===== src/rtl/serial_subtractor_pkg.sv =====
// Shared definitions for the bit-serial subtractor.
//   state_t : FSM state encoding, also used by the bench when peeking at
//             the controller state.
package serial_subtractor_pkg;

    typedef enum logic [1:0] {
        ST_IDLE  = 2'd0,
        ST_SHIFT = 2'd1,
        ST_DONE  = 2'd2
    } state_t;

    localparam int WIDTH_DEFAULT = 8;
    localparam int WIDTH_MIN     = 2;
    localparam int WIDTH_MAX     = 32;

endpackage


===== src/rtl/full_subtractor_cell.sv =====
// One-bit full subtractor built from two half subtractors, purely combinational.
//   x, y : operand bits (computes x - y - bin)
//   bin  : borrow in
//   d    : difference bit
//   bout : borrow out
module full_subtractor_cell (
    input  logic x,
    input  logic y,
    input  logic bin,
    output logic d,
    output logic bout
);

    logic d_hs1;
    logic b_hs1;
    logic b_hs2;

    halfsubtractor u_hs1 (
        .x (x),
        .y (y),
        .d (d_hs1),
        .b (b_hs1)
    );

    // Second stage subtracts the incoming borrow from the first difference;
    // its borrow can only fire when x==y, so the two borrows never overlap.
    halfsubtractor u_hs2 (
        .x (d_hs1),
        .y (bin),
        .d (d),
        .b (b_hs2)
    );

    assign bout = b_hs1 | b_hs2;

endmodule


===== src/rtl/halfsubtractor.sv =====
// One-bit half subtractor, purely combinational.
//   x, y : operand bits (computes x - y)
//   d    : difference bit
//   b    : borrow out (set when x=0, y=1)
module halfsubtractor (
    input  logic x,
    input  logic y,
    output logic d,
    output logic b
);

    assign d = x ^ y;
    assign b = ~x & y;

endmodule


===== src/rtl/serial_subtractor.sv =====
// Bit-serial unsigned subtractor: diff = a - b, processed LSB first, one bit
// per clock through a single full-subtractor cell.
//   clk        : clock, rising edge
//   rst        : asynchronous active-high reset
//   start      : request, accepted only in IDLE (operands sampled then)
//   a, b       : minuend / subtrahend
//   busy       : high in SHIFT and DONE
//   done       : one-cycle pulse when diff/borrow_out were just updated
//   diff       : (a - b) mod 2^WIDTH, held until the next done
//   borrow_out : 1 iff a < b, held until the next done
//
// state    | meaning
// ---------+-----------------------------------------------------------
// ST_IDLE  | waiting for start
// ST_SHIFT | one operand bit per cycle, cnt = bit index being processed
// ST_DONE  | results valid and freshly loaded, done asserted
module serial_subtractor
    import serial_subtractor_pkg::*;
#(
    parameter int WIDTH = WIDTH_DEFAULT
) (
    input  logic             clk,
    input  logic             rst,
    input  logic             start,
    input  logic [WIDTH-1:0] a,
    input  logic [WIDTH-1:0] b,
    output logic             busy,
    output logic             done,
    output logic [WIDTH-1:0] diff,
    output logic             borrow_out
);

    localparam int CNT_W = $clog2(WIDTH);
    localparam logic [CNT_W-1:0] CNT_LAST = CNT_W'(WIDTH - 1);

    state_t           state;
    state_t           state_nx;
    logic [WIDTH-1:0] sr_a;
    logic [WIDTH-1:0] sr_b;
    logic [WIDTH-1:0] work;
    logic [WIDTH-1:0] work_nx;
    logic [CNT_W-1:0] cnt;
    logic             bflop;
    logic             cell_d;
    logic             cell_bout;
    logic             last_bit;

    full_subtractor_cell u_cell (
        .x    (sr_a[0]),
        .y    (sr_b[0]),
        .bin  (bflop),
        .d    (cell_d),
        .bout (cell_bout)
    );

    assign last_bit = (cnt == CNT_LAST);
    // New difference bits enter at the MSB so that after WIDTH shifts the
    // LSB-first stream lines up with bit 0.
    assign work_nx  = {cell_d, work[WIDTH-1:1]};

    always_ff @(posedge clk or posedge rst) begin
        if (rst) begin
            state <= ST_IDLE;
        end else begin
            state <= state_nx;
        end
    end

    always_comb begin
        state_nx = state;
        case (state)
            ST_IDLE:  if (start) state_nx = ST_SHIFT;
            ST_SHIFT: if (last_bit) state_nx = ST_DONE;
            ST_DONE:  state_nx = ST_IDLE;
            default:  state_nx = ST_IDLE;
        endcase
    end

    always_ff @(posedge clk or posedge rst) begin
        if (rst) begin
            sr_a       <= '0;
            sr_b       <= '0;
            work       <= '0;
            cnt        <= '0;
            bflop      <= 1'b0;
            diff       <= '0;
            borrow_out <= 1'b0;
        end else begin
            case (state)
                ST_IDLE: begin
                    if (start) begin
                        sr_a  <= a;
                        sr_b  <= b;
                        work  <= '0;
                        cnt   <= '0;
                        bflop <= 1'b0;
                    end
                end
                ST_SHIFT: begin
                    sr_a  <= {1'b0, sr_a[WIDTH-1:1]};
                    sr_b  <= {1'b0, sr_b[WIDTH-1:1]};
                    work  <= work_nx;
                    bflop <= cell_bout;
                    cnt   <= cnt + CNT_W'(1);
                    if (last_bit) begin
                        diff       <= work_nx;
                        borrow_out <= cell_bout;
                    end
                end
                default: ;
            endcase
        end
    end

    assign busy = (state != ST_IDLE);
    assign done = (state == ST_DONE);

endmodule


===== config.mk =====
export PLATFORM = sky130hd
export DESIGN_NAME = serial_subtractor
export DESIGN_NICKNAME = d
export VERILOG_FILES = /design/src/rtl/serial_subtractor_pkg.sv /design/src/rtl/full_subtractor_cell.sv /design/src/rtl/halfsubtractor.sv /design/src/rtl/serial_subtractor.sv
export SDC_FILE = /design/constraint.sdc
export NUM_CORES = 1
export LEC_CHECK = 0
export ABC_AREA = 1
export CORE_UTILIZATION = 59
export CTS_BUF_LIST = sky130_fd_sc_hd__clkbuf_4 sky130_fd_sc_hd__clkbuf_8
export CTS_CLUSTER_SIZE = 30
export DETAILED_ROUTE_END_ITERATION = 16
export DONT_BUFFER_PORTS = 1
export PLACE_DENSITY = 0.87
export SETUP_SLACK_MARGIN = 0.5
export SLEW_MARGIN = 20
export SYNTH_ARGS = -nofsm -noshare
export SYNTH_HDL_FRONTEND = slang
export SYNTH_SLANG_ARGS = --single-unit

===== constraint.sdc =====
create_clock -name clk -period 1.2 [get_ports clk]
set_input_delay 0.36 -clock clk [delete_from_list [all_inputs] [get_ports clk]]
set_output_delay 0.36 -clock clk [all_outputs]
set_load 0.02 [all_outputs]

==> results.json, run 1 <==
{
  "io_buffers": 0,
  "grt_max_degree": 23,
  "ys_seq_area_share_pct": 52.4,
  "netlist_area_um2": 1810,
  "syn-instance-count": 205,
  "yosysWarnings": 0,
  "endpoint_type": "top-level output",
  "hpwl_mm": 2.70,
  "synth.distinct_cells": 22,
  "clockRootBuffer": "clkbuf_4",
  "cts_inserted_buffers": 5,
  "error": "[ERROR DPL-0038] Utilization greater than 100%, impossible to legalize",
  "clkSinkCount": 38,
  "htreeDepth": 2,
  "routabilityCongestion": 0.845,
  "dp_slack_ps": -9.78,
  "die_h_um": 57.4,
  "initial_core_util_pct": 64.1,
  "synth_area_per_cell_um2": 8.84,
  "grt_repair_worst_endpoint": "done",
  "clk_path_buf_depth": 2,
  "status": "did not finish",
  "synth_nets": 227,
  "ioPinCount": 30,
  "ys_ff_latch": 38,
  "die_w_um": 57.4,
  "row_count": 19,
  "failing_step": "global routing (5_1_grt)",
  "dp_cells": 244
}
==> cell families after synthesis <==
logic type / Yosys count / synth area share, %
AO/OA/AOI/OAI: 19 / 6.97
AND/OR/NAND/NOR: 103 / 27.1
buffers and inverters: 42 / 11.0
flip-flops: 38 / 52.4
adder cells (fa/ha/maj): 3 / 2.48
==> metrics by stage <==
step	cell area [um2]	hold slack, ps
after detailed placement	2060	245
after floorplan	1940	326
after global placement	2060	241
after CTS	2480	-163
==> Yosys cell counts <==
master | instances | area share [%]
buf_6 | 4 | 2.5
nor2_8 | 1 | 1.1
o21ai_2 | 8 | 3.9
o21ai_0 | 6 | 1.7
fa_1 | 1 | 1.1
nand2_4 | 3 | 1.9
buf_4 | 2 | 0.83
nand4_1 | 5 | 1.7
buf_2 | 3 | 0.83
ha_1 | 2 | 1.4
clkinv_1 | 1 | 0.21
o22ai_1 | 1 | 0.35
o21ai_1 | 3 | 0.83
clkbuf_1 | 1 | 0.21
inv_2 | 2 | 0.41
nand2_1 | 48 | 9.9
dfrtp_1 | 38 | 52
a21oi_1 | 1 | 0.28
nand2_2 | 1 | 0.35
nor2_1 | 4 | 0.83
nand3_1 | 41 | 11
inv_1 | 29 | 6.0
==> what timing repair did <==
| action | in CTS |
|---|---|
| setup endpoints to repair | 49 |
| resized for setup | 43 |
| pin swaps | 5 |
| buffers inserted | 13 |
| cloned | 4 |
| endpoints found under the hold margin | 16 |
==> run 2, diff against run 1 <==
--- a/config.mk
+++ b/config.mk
@@ -6,13 +6,10 @@
 export NUM_CORES = 1
 export LEC_CHECK = 0
 export ABC_AREA = 1
-export CORE_UTILIZATION = 59
-export CTS_BUF_LIST = sky130_fd_sc_hd__clkbuf_4 sky130_fd_sc_hd__clkbuf_8
-export CTS_CLUSTER_SIZE = 30
+export CORE_UTILIZATION = 40
 export DETAILED_ROUTE_END_ITERATION = 16
 export DONT_BUFFER_PORTS = 1
-export PLACE_DENSITY = 0.87
-export SETUP_SLACK_MARGIN = 0.5
+export PLACE_DENSITY_LB_ADDON = 0.15
 export SLEW_MARGIN = 20
 export SYNTH_ARGS = -nofsm -noshare
 export SYNTH_HDL_FRONTEND = slang
==> constraint.sdc (replaced) <==
create_clock -name clk -period 1.6 [get_ports clk]
set_input_delay 0.48 -clock clk [delete_from_list [all_inputs] [get_ports clk]]
set_output_delay 0.48 -clock clk [all_outputs]
set_load 0.02 [all_outputs]
==> results.json, run 2 <==
{
  "rsz0062_at_grt": "true",
  "crit_family": "flip-flops",
  "cts_tree": "built",
  "swShare_pct": 40.9,
  "finClkSkew_ps": 8.08,
  "synth_nets": 227,
  "hold-worst-slack_ps": 173,
  "reg_top3": "diff x8, sr_a x8, sr_b x8",
  "antennaDiodeCount": 0,
  "yosysTopAreaCellShare_pct": 52.4,
  "synthToLayoutAreaGrowth_pct": 10.4,
  "first_global_vias": 1304,
  "final_cell_mix": "48 x nand2_1, 41 x nand3_1, 37 x dfrtp_1, 28 x inv_1, 12 x buf_4",
  "htreeDepth": 2,
  "yosys.area.top_type": "dfrtp_1",
  "drtPass1Iterations": 4,
  "setup.worst_path.end_class": "primary output",
  "clockRootBuffer": "clkbuf_8",
  "p_clk_share_pct": 19.4,
  "p_seq_share_pct": 43.1,
  "core_area_um2": 4350,
  "route.detailed.drc": 0,
  "wl_per_cell_um": 13.8,
  "hpwl_mm": 2.50,
  "critPathMaxFanout": 11,
  "ys_ff_latch": 38,
  "fin_area_um2": 2000,
  "final_nets": 236,
  "arrival_ps": 1090,
  "p_leak_nw": 1.04,
  "routabilityCongestion": 0.850,
  "gr-usage-all-layers_pct": 16.5,
  "yosys.cell_count.top_type": "nand2_1",
  "hold_class": "primary input to async pin",
  "slowest_stage": "dfrtp_1",
  "syn-instance-count": 205,
  "netlist_area_um2": 1810,
  "synth.distinct_cells": 22,
  "cts_inserted_buffers": 5,
  "ioPinCount": 30,
  "antenna_found_initial": 0,
  "vias_per_cell": 5.05,
  "max_slew_margin_pct": 68.2,
  "ys_seq_area_share_pct": 52.4,
  "combPwrFrac_pct": 37.5,
  "synth_area_leaders": "dfrtp_1 52%, nand3_1 11%, nand2_1 9.9%",
  "path_cells": "inv_4 > nor2_1 > buf_4",
  "drv_cap": 0,
  "die_area_um2": 4810,
  "synth_area_per_cell_um2": 8.84,
  "cp.buffers_inverters": 2,
  "async_flop_share_pct": 100,
  "grt_max_degree": 39,
  "p_int_mw": 2.47,
  "p_sw_mw": 1.71,
  "drt-total-wl_mm": 3.68,
  "status": "complete, no violations",
  "ir_drop_v": 0.000586,
  "clk_path_buf_depth": 2,
  "finalSetupViolCount": 0,
  "placed_cell_area_um2": 1860,
  "worst_slew_pin_slew_ps": 476,
  "num_vias": 1348,
  "drive_above_1_share_pct": 17.2,
  "power_density_nw_per_um2": 2090,
  "die_h_um": 69.3,
  "row_count": 24,
  "clkSinkCount": 38,
  "drt_iter0_markers": 98,
  "yosysWarnings": 0,
  "worstPathRequired_ps": 1120,
  "finalMaxSlewViolations": 0,
  "synth_enable_flop_cells": 0,
  "postRouteAntennaNets": 0,
  "synthFlopType": "dfrtp_1",
  "die_w_um": 69.3,
  "clk_pin_slew_worst_paths_ps": 80,
  "initial_core_util_pct": 41.6,
  "finalCriticalPeriod_ps": 1570,
  "min_period_over_period_pct": 97.8,
  "cpPeakStageDelay_ps": 410,
  "hold_violations": 0,
  "synth_common_cells": "48 x nand2_1, 41 x nand3_1, 38 x dfrtp_1",
  "clk_latency_ps": 300,
  "cp-start-kind": "flip-flop",
  "cts_hold_buf": 0,
  "io_buffers": 0,
  "grt_first_pass_wirelength_mm": 6.18,
  "fmax_mhz": 639,
  "final_common_cell": "nand2_1",
  "path_class": "flip-flop to primary output",
  "grt-ovfl-total": 0
}
run 2: cell type report:
class                      instances  area (um2)
fill                             423        2350
multi-input combinational        125         663
tap                               52        65.1
timing repair buffer              12        90.1
inverter                          32         123
clock buffer                       5        68.8
sequential                        38         952
clock inverter                     3        40.0
run 2: per-stage QoR:
step | setup TNS (ps) | instances | utilization [%] | total power [mW] | worst slack, ps
final | 0 | 267 | 46.0 | 4.18 | 34.9
after detailed placement | 0 | 255 | 42.7 | 3.32 | 192
after floorplan | 0 | 205 | - | 3.02 | 82.4
after CTS | 0 | 263 | 45.3 | 4.15 | 4.21
after global routing | -12.4 | 267 | 46.0 | 4.51 | -12.4
after global placement | 0 | 255 | 42.7 | 3.25 | 211
run 2: routing by layer:
metal,share of wire [%],vias up,track usage (%),routed length [um]
met5,0,-,0,0
met4,1.8,0,7.48,65
met3,4.0,5,5.23,146
met2,45,35,23.8,1640
met1,50,641,22.6,1820
li1,-,667,-,-
run 2: what timing repair did:
item / in CTS / in global routing
resized for setup: 2 / 1
buffers inserted: 0 / 4
setup endpoints to repair: 2 / 2
run 2: path summary, 6_finish.rpt:
check                               from       end  slack [ps]  depth (start not counted)
worst max register to register    cnt[0]   diff[7]         200                          6
worst max-delay path            state[1]      done          30                          3
min in group clk                    a[7]   sr_a[7]         300                          2
worst min register to register   work[5]   work[4]         480                          2
max in group asynchronous            rst  state[0]        1060                          2
worst min-delay path                 rst   diff[0]         170                          2
run 2: logic make-up (layout without fill, tap and decap cells):
logic type	Yosys count	count (layout)	share of synthesized area, %
buffers and inverters	42	52	11.0
AND/OR/NAND/NOR	103	103	27.1
flip-flops	38	38	52.4
AO/OA/AOI/OAI	19	19	6.97
adder cells (fa/ha/maj)	3	3	2.48
run 2: power by group through the flow:
stage / Sequential, mW / Combinational, mW / Clock [mW]
6_report: 1.80 / 1.57 / 0.810
5_1_grt: 1.85 / 1.79 / 0.880
4_1_cts: 1.82 / 1.50 / 0.827
3_5_place_dp: 1.83 / 1.49 / 0
3_3_place_gp: 1.81 / 1.44 / 0
2_1_floorplan: 1.75 / 1.28 / 0
Power figures use the tool's default switching activity.
